==> src/rtl/switch_led_ctrl.sv <==
// Switch-to-LED controller: per-channel synchroniser, debouncer, press pulse and
// four LED modes (follow, inverted, toggle, blink). Define SWLED_RELEASE_PULSE_EN to add release_pulse.
module switch_led_ctrl #(
  parameter int N_CH            = 4,
  parameter int DEBOUNCE_CYCLES = 16,
  parameter int BLINK_HALF      = 6000000
) (
  input  logic                clk,
  input  logic                rst_n,
  input  logic [N_CH-1:0]     sw_n,
  input  logic [2*N_CH-1:0]   mode,
  output logic [N_CH-1:0]     led,
  output logic [N_CH-1:0]     press_pulse
`ifdef SWLED_RELEASE_PULSE_EN
  ,
  output logic [N_CH-1:0]     release_pulse
`endif
);

  localparam int CNT_W = $clog2(DEBOUNCE_CYCLES + 1);
  localparam int BLK_W = (BLINK_HALF > 1) ? $clog2(BLINK_HALF) : 1;
  localparam logic [CNT_W-1:0] CNT_LAST = CNT_W'(DEBOUNCE_CYCLES - 1);
  localparam logic [CNT_W-1:0] CNT_ONE  = CNT_W'(1);
  localparam logic [BLK_W-1:0] BLK_LAST = BLK_W'(BLINK_HALF - 1);
  localparam logic [BLK_W-1:0] BLK_ONE  = BLK_W'(1);

  logic [N_CH-1:0]            sync1_r;
  logic [N_CH-1:0]            sync_n_r;
  logic [N_CH-1:0]            stable_r;
  logic [N_CH-1:0][CNT_W-1:0] cnt_r;
  logic [N_CH-1:0]            toggle_r;
  logic [BLK_W-1:0]           blk_cnt_r;
  logic                       phase_r;

  logic [N_CH-1:0]            stable_s;
  logic [N_CH-1:0][CNT_W-1:0] cnt_s;
  logic [N_CH-1:0]            press_s;
  logic [N_CH-1:0]            toggle_s;
  logic [N_CH-1:0]            led_s;
  logic [BLK_W-1:0]           blk_cnt_s;
  logic                       phase_s;
`ifdef SWLED_RELEASE_PULSE_EN
  logic [N_CH-1:0]            release_s;
`endif

  // Shared blink timebase: wraps at BLINK_HALF-1 and inverts the phase on wrap.
  always_comb begin
    blk_cnt_s = blk_cnt_r;
    phase_s   = phase_r;
    if (blk_cnt_r == BLK_LAST) begin
      blk_cnt_s = '0;
      phase_s   = ~phase_r;
    end else begin
      blk_cnt_s = blk_cnt_r + BLK_ONE;
    end
  end

  // Per-channel debounce, edge pulses, toggle state and LED mode selection.
  always_comb begin
    stable_s = stable_r;
    cnt_s    = cnt_r;
    press_s  = '0;
    toggle_s = toggle_r;
    led_s    = '0;
`ifdef SWLED_RELEASE_PULSE_EN
    release_s = '0;
`endif
    for (int i = 0; i < N_CH; i++) begin
      if (sync_n_r[i] == stable_r[i]) begin
        cnt_s[i] = '0;
      end else if (cnt_r[i] == CNT_LAST) begin
        stable_s[i] = sync_n_r[i];
        cnt_s[i]    = '0;
        press_s[i]  = ~sync_n_r[i];
`ifdef SWLED_RELEASE_PULSE_EN
        release_s[i] = sync_n_r[i];
`endif
      end else begin
        cnt_s[i] = cnt_r[i] + CNT_ONE;
      end
      toggle_s[i] = toggle_r[i] ^ press_s[i];
      case (mode[2*i +: 2])
        2'b00:   led_s[i] = ~stable_r[i];
        2'b01:   led_s[i] = stable_r[i];
        2'b10:   led_s[i] = toggle_r[i];
        2'b11:   led_s[i] = toggle_r[i] & phase_r;
        default: led_s[i] = 1'b0;
      endcase
    end
  end

  // State and output registers; sync/stable reset to the released level.
  always_ff @(posedge clk or negedge rst_n) begin
    if (!rst_n) begin
      sync1_r     <= '1;
      sync_n_r    <= '1;
      stable_r    <= '1;
      cnt_r       <= '0;
      toggle_r    <= '0;
      blk_cnt_r   <= '0;
      phase_r     <= 1'b0;
      led         <= '0;
      press_pulse <= '0;
    end else begin
      sync1_r     <= sw_n;
      sync_n_r    <= sync1_r;
      stable_r    <= stable_s;
      cnt_r       <= cnt_s;
      toggle_r    <= toggle_s;
      blk_cnt_r   <= blk_cnt_s;
      phase_r     <= phase_s;
      led         <= led_s;
      press_pulse <= press_s;
    end
  end

`ifdef SWLED_RELEASE_PULSE_EN
  // Release pulse register, same timing as press_pulse.
  always_ff @(posedge clk or negedge rst_n) begin
    if (!rst_n) begin
      release_pulse <= '0;
    end else begin
      release_pulse <= release_s;
    end
  end
`endif

endmodule

==> config.mk <==
export PLATFORM = sky130hd
export DESIGN_NAME = switch_led_ctrl
export DESIGN_NICKNAME = d
export VERILOG_FILES = /design/src/rtl/switch_led_ctrl.sv
export SDC_FILE = /design/constraint.sdc
export NUM_CORES = 1
export LEC_CHECK = 0
export ABC_AREA = 0
export CAP_MARGIN = 25
export CORE_ASPECT_RATIO = 1.2
export CORE_UTILIZATION = 43
export CTS_CLUSTER_DIAMETER = 80
export DETAILED_ROUTE_END_ITERATION = 6
export MAX_ROUTING_LAYER = met4
export PLACE_DENSITY_LB_ADDON = 0.3
export SYNTH_ARGS = -nofsm -noshare
export SYNTH_HDL_FRONTEND = slang
export SYNTH_SLANG_ARGS = --single-unit
export TNS_END_PERCENT = 5
==> constraint.sdc <==
create_clock -name clk -period 4.2 [get_ports clk]
set_clock_uncertainty 0.15 [all_clocks]
set_input_delay 0.42 -clock clk [delete_from_list [all_inputs] [get_ports clk]]
set_output_delay 0.42 -clock clk [all_outputs]
set_load 0.02 [all_outputs]
Word-level counts from Yosys, hierarchy flattened
Index checks and enable logic that the tools add are counted.
{"block": "word_totals", "regBits": 68}
{"block": "classes", "n_addsub": 5, "mux": 21, "n_bitwise": 21, "n_reduce_logical": 8, "eq_ne": 21}
{"operator": "$mux 5", "n": 8}
{"operator": "$add 23x1->23 const B", "n": 1}
{"operator": "$eq 23x23->1 const B", "n": 1}
{"operator": "$mux 23", "n": 1}
{"operator": "$add 5x1->5 const B", "n": 4}
{"operator": "$eq 5x4->1 const B", "n": 4}
{"operator": "$eq 2x2->1 const B", "n": 8}
{"operator": "$pmux 1 s4", "n": 4}
{"operator": "$not 1->1", "n": 13}
{"operator": "$eq 2x1->1 const B", "n": 4}
{"operator": "$logic_not 2->1", "n": 4}
{"operator": "$mux 1", "n": 8}
{"operator": "$reduce_and 2->1", "n": 4}
{"operator": "$and 1x1->1", "n": 4}
{"operator": "$eq 1x1->1", "n": 4}
{"operator": "$xor 1x1->1", "n": 4}

Logic depth before layout (Yosys ltp)
Gate-level depths: netlist (run 1).
{"block": "depth", "word_depth": 4, "mapped_depth": 5}

Least setup slack after synthesis (run 1)
Ideal clock, no wire load.
{"block": "synth_timing", "path_type": "register -> register", "startpoint": "register blk_cnt_r[9]", "endpoint": "register blk_cnt_r[15]", "t_arrival_ps": 1450, "stages_incl_launch_ff": 6, "setup_time_ps": 130, "slack_ps": 2471, "cell_sequence": "dfrtp_1 nor4b_2 nand3_1 nor4_4 buf_4 a21oi_1"}
{"block": "synth_via", "elab_chain_cells": 2, "elab_cells_between_ends": 3, "classes_between": "1 x add/sub; 1 x eq/ne; 1 x mux"}
{"element": "start, declared", "line": "32", "rtl": "logic [BLK_W-1:0] blk_cnt_r;"}
{"element": "start signal, assigned", "line": "110", "rtl": "blk_cnt_r <= blk_cnt_s;"}
{"element": "$add 23x1->23 or $eq 23x23->1 (tied branches)", "line": "54, 50"}
{"element": "$mux 23 *", "line": "50", "rtl": "if (blk_cnt_r == BLK_LAST) begin"}
{"element": "named net blk_cnt_s[15]", "line": "40", "rtl": "logic [BLK_W-1:0] blk_cnt_s;"}
Mark *: on every way through the listed nets, which the timed path passes. The rest lies on a longest branch.
A chain may end at the register's enable or synchronous reset.

Final worst setup path (run 1)
{"block": "layout_timing", "startpoint": "register blk_cnt_r[14]", "endpoint": "register blk_cnt_r[19]"}
Same word-level chain as after synthesis.

==> metrics.md, run 1 <==
| Metric | Value |
|---|---|
| Status | `completed` |
| Cts hold-fix bufs | `0` |
| Cell-internal power | `1.00 mW` |
| Vias in the first global route | `1877` |
| Placed Cells | `347` |
| Crit path capture type | `flop` |
| Synthesis warning total | `0` |
| DIE HEIGHT | `92.1 um` |
| Fraction of synthesized cell area in xor and xnor cells | `9.94%` |
| Post-synth EDFFs | `0` |
| Filler cells | `597` |
| Post-DRT Antenna Nets | `0` |
| Root buffer cell | `clkbuf_8` |
| Max-cap violations | `0` |
| Leak Pwr | `1.52 nW` |
| Vias per cell | `5.14` |
| Critical path arrival | `2.16 ns` |
| Initial antenna violation count | `0` |
| Iteration-0 DRC Markers | `75` |
| Total power draw | `1.28 mW` |
| GRT Residual Overflow | `0` |
| Syn avg cell area | `12.1 sq um` |
| Via Count | `1865` |
| Seq cells post-synth | `68` |
| Most used DFF post-synth | `dfrtp_1` |
| Compound-Gate Fraction of Synth Area | `3.57%` |
| Util after Layout | `52.7%` |
| Largest family of logic cells by synthesized area | `simple AND/OR/NAND/NOR gates` |
| CTS tree | `done` |
| Setup TNS | `0 ns` |
| Multi-input logic area | `1160 sq um` |
| Max-slew violation count | `0` |
| Async SR Flop Fraction | `100%` |
| Register area | `1720 sq um` |
| Worst Tran Pin Value | `0.827 ns` |
| Post-CTS setup buffers | `0` |
| Fin crit period | `2.13 ns` |
| Slew margin rel. | `44.4%` |
| Clock power frac | `42.5%` |
| Final nets | `292` |
| Cell area after synthesis | `2910 sq um` |
| Port-buffer cells | `21` |
| Area Growth Syn to Fin | `17.7%` |
| Initial core utilization | `44.8%` |
| CTS resizes | `0` |
| Switching Share | `21.7%` |
| Worst hold path type | `in2async` |
| Max FO, Critical Path | `15` |
| Die area | `7090 sq um` |
| Initial DRT Pass Iterations | `4` |
| Fmax | `470 MHz` |
| Clock transition at path regs | `0.07 ns` |
| Clock Latency Late Sink | `0.34 ns` |
| Sw power | `0.277 mW` |
| Largest net degree at the start of global routing | `38` |
| RSZ-0062 raised after global routing | `no` |
| Distinct cell type count of the synthesized netlist | `38` |
| Simple-gate share of the synthesized area | `20.8%` |
| Core area | `6490 sq um` |
| Antenna fix cells | `0` |
| Worst setup SP type | `flop` |
| Layout cells sized above 1 | `15.5%` |
| DRC | `0` |
| Hpwl dp | `3310 um` |
| VDD IR max | `0.000136 V` |
| I/O pins | `22` |
| Mux cell area share after synthesis | `3.27%` |
| Comb pwr share | `4.1%` |
| Synth Net Count | `260` |
| Non-Filler Instances | `363` |
| Critical path required time | `4.23 ns` |
| Setup violators final | `0` |
| Final period util | `50.7%` |
| Hold Vio Cnt, Final | `0` |
| Cell Rows | `32` |
| CTS max path bufs | `2` |
| Part of the power in registers | `53.3%` |
| CTS Sinks | `68` |
| H-tree Lvls | `3` |
| GRT Total Usage | `16.5%` |
| R2R depth | `4` |
| Adder-Cell Fraction of Synth Area | `2.15%` |
| Pwr dens | `374 nW/um^2` |
| Kind of critical path | `reg2reg` |
| First-pass GRT wire length | `8730 um` |
| Cts bufs inserted | `9` |
| Mapped Cells | `241` |
| Sequential share of the synthesized area | `59.1%` |
| Wirelength per Cell | `13.3 um` |
| Total Routed Length | `4840 um` |
| Final Wtd Congestion | `0.845` |
| Die Wd | `77.1 um` |
==> per-stage QoR <==
stage	setup slack [ns]	hold slack (ns)	area, sq um
after detailed placement	2.05	0.199	3220
after global routing	1.91	0.0853	3420
final	2.07	0.0136	3420
after global placement	2.12	0.197	3220
after CTS	2.06	0.0342	3420
after floorplan	2.47	-0.0256	2910
==> final timing paths <==
path                       slack, ns                    start                      end
setup / recovery                2.07  blk_cnt_r[14]$_DFF_PN0_  blk_cnt_r[19]$_DFF_PN0_
hold / removal                  0.01                    rst_n       cnt_r[3]$_DFF_PN0_
setup reg to reg                2.07  blk_cnt_r[14]$_DFF_PN0_  blk_cnt_r[19]$_DFF_PN0_
hold reg to reg                 0.21     sync1_r[1]$_DFF_PN1_    sync_n_r[1]$_DFF_PN1_
max in group asynchronous       2.95                    rst_n    sync_n_r[3]$_DFF_PN1_
min in group clk                0.21     sync1_r[1]$_DFF_PN1_    sync_n_r[1]$_DFF_PN1_
==> layout by cell type (no fill, tap or decap), drive strengths merged, types with 6 or more instances in the layout <==
cell type and n:
xor2 19, dfrtp 56, nor3 6, nand3 19, nor2 26, inv 7, and2 7, dfstp 12
xnor2 14, nand4 7, clkbuf 12, clkdlybuf4s50 20, nand2 9
==> per-layer routing <==
layer | share of wire [%] | wire (um) | track usage, % | up-vias
li1 | - | - | - | 914
met1 | 47 | 2250 | 20.1 | 904
met2 | 48 | 2300 | 25.4 | 35
met3 | 3.1 | 152 | 2.99 | 12
met4 | 2.7 | 133 | 9.91 | 0
met5 | 0 | 0 | - | -
==> power groups by stage <==
stage	combinational, mW	sequential (mW)	clock (mW)
6_report	0.0531	0.683	0.545
3_5_place_dp	0.0548	0.695	0
3_3_place_gp	0.0535	0.694	0
2_1_floorplan	0.0174	0.696	0
5_1_grt	0.0617	0.685	0.581
4_1_cts	0.0550	0.683	0.559
==> critical path: stages, from the launching register on <==
cell and delay [ns]:
dfrtp_1 0.45, nor4bb_1 0.31, nand3_1 0.17, nor4_4 0.76, nor3_1 0.13
==> kinds of logic (layout without fill, tap and decap cells) <==
| kind of cell | count (synthesis) | in the layout |
|---|---|---|
| compound gates | 16 | 16 |
| xor+xnor | 33 | 33 |
| buf+inv | 8 | 45 |
| fa+ha+maj | 5 | 5 |
| simple gates | 102 | 102 |
| flops | 68 | 68 |
| mux | 9 | 9 |
==> state kept, by name, summed over array words and instances (netlist names) <==
name         flops
blk_cnt_r       23
cnt_r           20
led              4
press_pulse      4
stable_r         4
sync1_r          4
sync_n_r         4
toggle_r         4
phase_r          1
==> layout make-up <==
class | count | share of cell area (%)
Sequential cell | 68 | 50.2
Multi-Input combinational cell | 165 | 33.8
Timing Repair Buffer | 22 | 6.22
Clock buffer | 12 | 4.54
Tap cell | 85 | 3.11
Clock inverter | 4 | 1.39
Inverter | 7 | 0.768
==> cells in the mapped netlist (all sizes together) (5+ instances only) <==
| library cell | count | area (sq um) |
|---|---|---|
| nand4 | 7 | 56.3 |
| dfrtp | 56 | 1400 |
| nor2 | 26 | 97.6 |
| nand3 | 19 | 95.1 |
| ha | 5 | 62.6 |
| and2 | 7 | 43.8 |
| nor3 | 6 | 30.0 |
| nor4b | 5 | 50.0 |
| xnor2 | 14 | 123 |
| nand2 | 9 | 36.3 |
| xor2 | 19 | 166 |
| dfstp | 12 | 315 |
| and3 | 5 | 31.3 |
| mux2i | 5 | 50.1 |
| inv | 7 | 26.3 |
(Power assumes the default switching activity.)
==> run 2: changes to the inputs <==
clock period = 1.85 ns   (was 4.2 ns; I/O delays follow)
==> run 2 against run 1 <==
  * Global-route usage fell by 0.52 points
  * Die area did not move
  * Count of clock-buffer cells in the layout fell by 2
  * Via count rose by 1.6%
  * Sequential cell count did not move
  * Power rose by 120%
  * Sequential power rose by 130%
  * Register-to-register slack got worse by 2.0 ns
  * Combinational power rose by 140%
  * Critical path depth did not move
  * Hold slack improved by 0.092 ns
  * Critical path type unchanged
==> metrics.md, run 2 (synthesized netlist as in run 1, its figures left out) <==
| Metric | Value |
|---|---|
| M1 WL | `2230 um` |
| Commonest non-fill, non-tap cell in the layout | `dfrtp_1` |
| Uppermost routed layer | `met4` |
| VDD IR max | `0.000491 V` |
| Via Count | `1895` |
| Biggest regs | `blk_cnt_r (23), cnt_r (20)` |
| Reg with most FFs | `blk_cnt_r` |
| CTS Sinks | `68` |
| CTS tree | `done` |
| Worst setup SP type | `flop` |
| Port-buffer cells | `21` |
| Final Wtd Congestion | `0.852` |
| Worst hold path type | `in2reg` |
| Commonest cells after routing, fill and taps aside | `dfrtp_1, nor2_1, clkdlybuf4s50_1, xor2_1, nand3_1` |
| Cell Rows | `32` |
| Core area | `6490 sq um` |
| Pwr dens | `806 nW/um^2` |
| Total power draw | `2.85 mW` |
| Fmax | `567 MHz` |
| Hpwl dp | `3220 um` |
| Total Routed Length | `4780 um` |
| R2R depth | `4` |
| Largest net degree at the start of global routing | `69` |
| Die Wd | `77.1 um` |
| Kind of critical path | `reg2reg` |
| Final period util | `95.3%` |
| Setup crit start | `blk_cnt_r[12]$_DFF_PN0_` |
| CP Capture Point | `blk_cnt_r[17]$_DFF_PN0_` |
| DRC | `0` |
| Critical path required time | `1.96 ns` |
| H-tree Lvls | `3` |
| Max-slew violation count | `0` |
| Clock transition at path regs | `0.07 ns` |
| GRT Total Usage | `15.9%` |
| Clock Latency Late Sink | `0.33 ns` |
| Post-DRT Antenna Nets | `0` |
| RR Endpoint | `blk_cnt_r[17]$_DFF_PN0_` |
| Setup violators final | `0` |
| Hold WS | `0.105 ns` |
| R2R setup slack | `0.09 ns` |
| Reg2Reg Launch Point | `blk_cnt_r[12]$_DFF_PN0_` |
| GRT Residual Overflow | `0` |
| Area Growth Syn to Fin | `21.9%` |
| Routed wl met3 | `177 um` |
| Final nets | `302` |
| Max reg flops | `23` |
| RSZ-0062 raised after global routing | `yes` |
| Crit path capture type | `flop` |
| Antenna fix cells | `0` |
| Initial DRT Pass Iterations | `4` |
| First-pass GRT wire length | `8470 um` |
| CTS max path bufs | `2` |
| Slew margin rel. | `66.4%` |
| Initial core utilization | `44.8%` |
| Status | `completed` |
| Leak Pwr | `1.59 nW` |
| I/O pins | `22` |
| DIE HEIGHT | `92.1 um` |
| Fin crit period | `1.76 ns` |
| Wirelength per Cell | `12.8 um` |
| Iteration-0 DRC Markers | `69` |
| Layout cells sized above 1 | `21.2%` |
| Cts bufs inserted | `9` |
| Vias in the first global route | `1928` |
| Root buffer cell | `clkbuf_8` |
| Die area | `7090 sq um` |
| Critical path arrival | `1.87 ns` |
| Max-cap violations | `0` |
| Max FO, Critical Path | `5` |
| Hold Vio Cnt, Final | `0` |
| Initial antenna violation count | `0` |
| Vias per cell | `5.08` |
| Worst Tran Pin Value | `0.497 ns` |
| Met2 Wirelength | `2260 um` |
## run 2: worst max-delay path, cell delays in order, from the launching register on
cell and delay, ns:
dfrtp_1 0.44, nand3_2 0.14, or2_2 0.34, or4_1 0.47, a21oi_1 0.15
## run 2: worst min-delay path by stage
stage,end,slack [ns],from,depth (start not counted)
3_3_place_gp,cnt_r[4]$_DFF_PN0_,0.08,rst_n,2
3_5_place_dp,cnt_r[2]$_DFF_PN0_,0.08,rst_n,2
2_1_floorplan,blk_cnt_r[0]$_DFF_PN0_,-0.26,rst_n,0
5_1_grt,sync1_r[2]$_DFF_PN1_,0.08,sw_n[2],1
6_report,sync1_r[2]$_DFF_PN1_,0.11,sw_n[2],1
4_1_cts,sync1_r[2]$_DFF_PN1_,0.08,sw_n[2],1
## run 2: report_power, final
| part | internal (mW) | total (mW) | switching, mW | leakage [nW] |
|---|---|---|---|---|
| sequential | 1.53 | 1.55 | 0.0226 | 0.872 |
| clock | 0.623 | 1.18 | 0.554 | 0.0927 |
| combinational | 0.0619 | 0.126 | 0.0645 | 0.624 |
## run 2: final cells by class
cell class	instances	area [sq um]
multi-input cells	165	1190
clock buffers	10	128
repair buffers	32	303
well taps	85	106
clock inverters	6	63.8
flip-flops and latches	68	1720
fillers	569	2940
inverters	7	26.3
## run 2: what timing repair did
item,4_1_cts,5_1_grt
gates resized for setup,1,10
setup endpoints to repair,1,18
hold buffers,1,0
buffers inserted,0,0
endpoints found under the hold margin,62,0
## run 2: metal layers
layer	global-route usage (%)	vias to the layer above
li1	-	931
met5	-	-
met3	5.77	11
met2	24.3	31
met1	18.3	922
met4	8.65	0
## run 2: metrics by stage
step | std cells | area [sq um] | TNS [ns] | utilization [%] | setup slack, ns
after floorplan | 241 | 2910 | 0 | - | 0.121
after global placement | 356 | 3300 | 0 | 50.8 | 0.0648
after detailed placement | 356 | 3300 | -0.000218 | 50.8 | -0.000218
after CTS | 373 | 3510 | -0.00274 | 54.1 | -0.00274
after global routing | 373 | 3540 | -0.0242 | 54.6 | -0.0179
final | 373 | 3540 | 0 | 54.6 | 0.0878
==> run 3: changes to the inputs <==
MAX_ROUTING_LAYER = not set   (was met4)
SLEW_MARGIN = 15   (was not set)
==> run 3 against run 2 <==
  * Final cell count is the same
  * Utilization is the same
  * Via count is the same
  * First-iteration DRC count is the same
  * Power grew 0.12%
  * Count of clock-buffer cells in the layout is the same
  * Critical endpoint unchanged
  * Largest power group unchanged
  * Combinational power is essentially flat
  * Routed wire length is essentially flat
==> metrics.md, run 3 (synthesized netlist as in run 1, its figures left out) <==
| Metric | Value |
|---|---|
| CTS max path bufs | `2` |
| Worst Hold Launch | `sw_n[2]` |
| Fmax | `568 MHz` |
| RR Endpoint | `blk_cnt_r[17]$_DFF_PN0_` |
| Die Wd | `77.1 um` |
| I/O pins | `22` |
| Vias per cell | `5.08` |
| Non-Filler Instances | `373` |
| GRT Total Usage | `15.5%` |
| Fin crit period | `1.76 ns` |
| Slew margin rel. | `66.4%` |
| Max-cap violations | `0` |
| Reg with most FFs | `blk_cnt_r` |
| Cts bufs inserted | `9` |
| Total power draw | `2.86 mW` |
| R2R setup slack | `0.09 ns` |
| Hold WS | `0.102 ns` |
| Setup TNS | `0 ns` |
| Crit path capture type | `flop` |
| Setup violators final | `0` |
| GRT Residual Overflow | `0` |
| Die area | `7090 sq um` |
| Max FO, Critical Path | `5` |
| Worst hold stages | `1` |
| Critical path arrival | `1.87 ns` |
| Clock Latency Late Sink | `0.34 ns` |
| Kind of critical path | `reg2reg` |
| Cell Rows | `32` |
| DRC | `0` |
| Wirelength per Cell | `12.8 um` |
| Critical path required time | `1.96 ns` |
| Clock transition at path regs | `0.07 ns` |
| Initial DRT Pass Iterations | `4` |
| Root buffer cell | `clkbuf_8` |
| Reg2Reg Launch Point | `blk_cnt_r[12]$_DFF_PN0_` |
| Initial antenna violation count | `0` |
| Post-DRT Antenna Nets | `0` |
| Hpwl dp | `3220 um` |
| Hold Path Sink | `sync1_r[2]$_DFF_PN1_` |
| Post-CTS setup buffers | `0` |
| CTS tree | `done` |
| Final Wtd Congestion | `0.839` |
| Antenna fix cells | `0` |
| Setup WS pre-CTS | `-0.000218 ns` |
| Total Routed Length | `4780 um` |
| Setup ws final | `0.0880 ns` |
| Max reg flops | `23` |
| Via Count | `1895` |
| Layout cells sized above 1 | `21.2%` |
| Port-buffer cells | `21` |
| Final nets | `302` |
| Vias in the first global route | `1923` |
| CTS Sinks | `68` |
| Max-slew violation count | `0` |
| Area Growth Syn to Fin | `21.9%` |
| Pwr dens | `807 nW/um^2` |
| Leak Pwr | `1.59 nW` |
| DIE HEIGHT | `92.1 um` |
| Util after Layout | `54.6%` |
| Biggest regs | `blk_cnt_r (23), cnt_r (20)` |
| RSZ-0062 raised after global routing | `yes` |
| Worst hold path type | `in2reg` |
| Fin area | `3540 sq um` |
| Iteration-0 DRC Markers | `69` |
| Placed Cells | `356` |
| Status | `completed` |
| H-tree Lvls | `3` |
| First-pass GRT wire length | `8470 um` |
| Largest net degree at the start of global routing | `69` |
| Post-DP Area | `3300 sq um` |
| Initial core utilization | `44.8%` |
| Final period util | `95.2%` |
| Hold Vio Cnt, Final | `0` |
| VDD IR max | `0.000491 V` |
| Worst setup SP type | `flop` |
| Commonest non-fill, non-tap cell in the layout | `dfrtp_1` |
| R2R depth | `4` |
| Core area | `6490 sq um` |
| Worst Tran Pin Value | `0.497 ns` |
| Commonest cells after routing, fill and taps aside | `dfrtp_1, nor2_1, clkdlybuf4s50_1, xor2_1, nand3_1` |
run 3: cell counts in the layout (fill, tap and decap cells not counted):
No cell type changed its count.
run 3: final cells by class:
class                   instances  area (sq um)
clock buffers                  10           128
clock inverters                 6          63.8
fillers                       569          2940
inverters                       7          26.3
multi-input cells             165          1190
flip-flops and latches         68          1720
well taps                      85           106
repair buffers                 32           303
run 3: routing by layer:
layer | global-route usage, % | share of wire (%) | routed length (um)
met5 | 0 | 0 | 0
met4 | 8.65 | 2.4 | 114
met3 | 5.77 | 3.7 | 179
met2 | 24.3 | 47 | 2260
met1 | 18.3 | 47 | 2230
run 3: worst max-delay path: stages (launching register included):
cell	delay, ns
dfrtp_1	0.44
nand3_2	0.14
or2_2	0.34
or4_1	0.47
a21oi_1	0.15
run 3: worst max path at each step:
stage	startpoint	to	slack (ns)
after global routing	blk_cnt_r[12]$_DFF_PN0_	blk_cnt_r[15]$_DFF_PN0_	-0.02
after CTS	blk_cnt_r[0]$_DFF_PN0_	blk_cnt_r[18]$_DFF_PN0_	-0.003
after detailed placement	blk_cnt_r[0]$_DFF_PN0_	blk_cnt_r[20]$_DFF_PN0_	-0.0002
after floorplan	blk_cnt_r[9]$_DFF_PN0_	blk_cnt_r[15]$_DFF_PN0_	0.12
after global placement	blk_cnt_r[0]$_DFF_PN0_	blk_cnt_r[20]$_DFF_PN0_	0.06
final	blk_cnt_r[12]$_DFF_PN0_	blk_cnt_r[17]$_DFF_PN0_	0.09
run 3: what timing repair did:
action,4_1_cts,5_1_grt
hold endpoints to repair,62,0
resized for setup,1,10
hold buffers,1,0
setup endpoints to repair,1,18
run 3: power by group:
part / internal, mW / leakage, nW / switching (mW) / total, mW
registers: 1.53 / 0.872 / 0.0226 / 1.55
logic: 0.0619 / 0.624 / 0.0645 / 0.126
clock network: 0.623 / 0.0927 / 0.558 / 1.18
total: 2.21 / 1.59 / 0.645 / 2.86
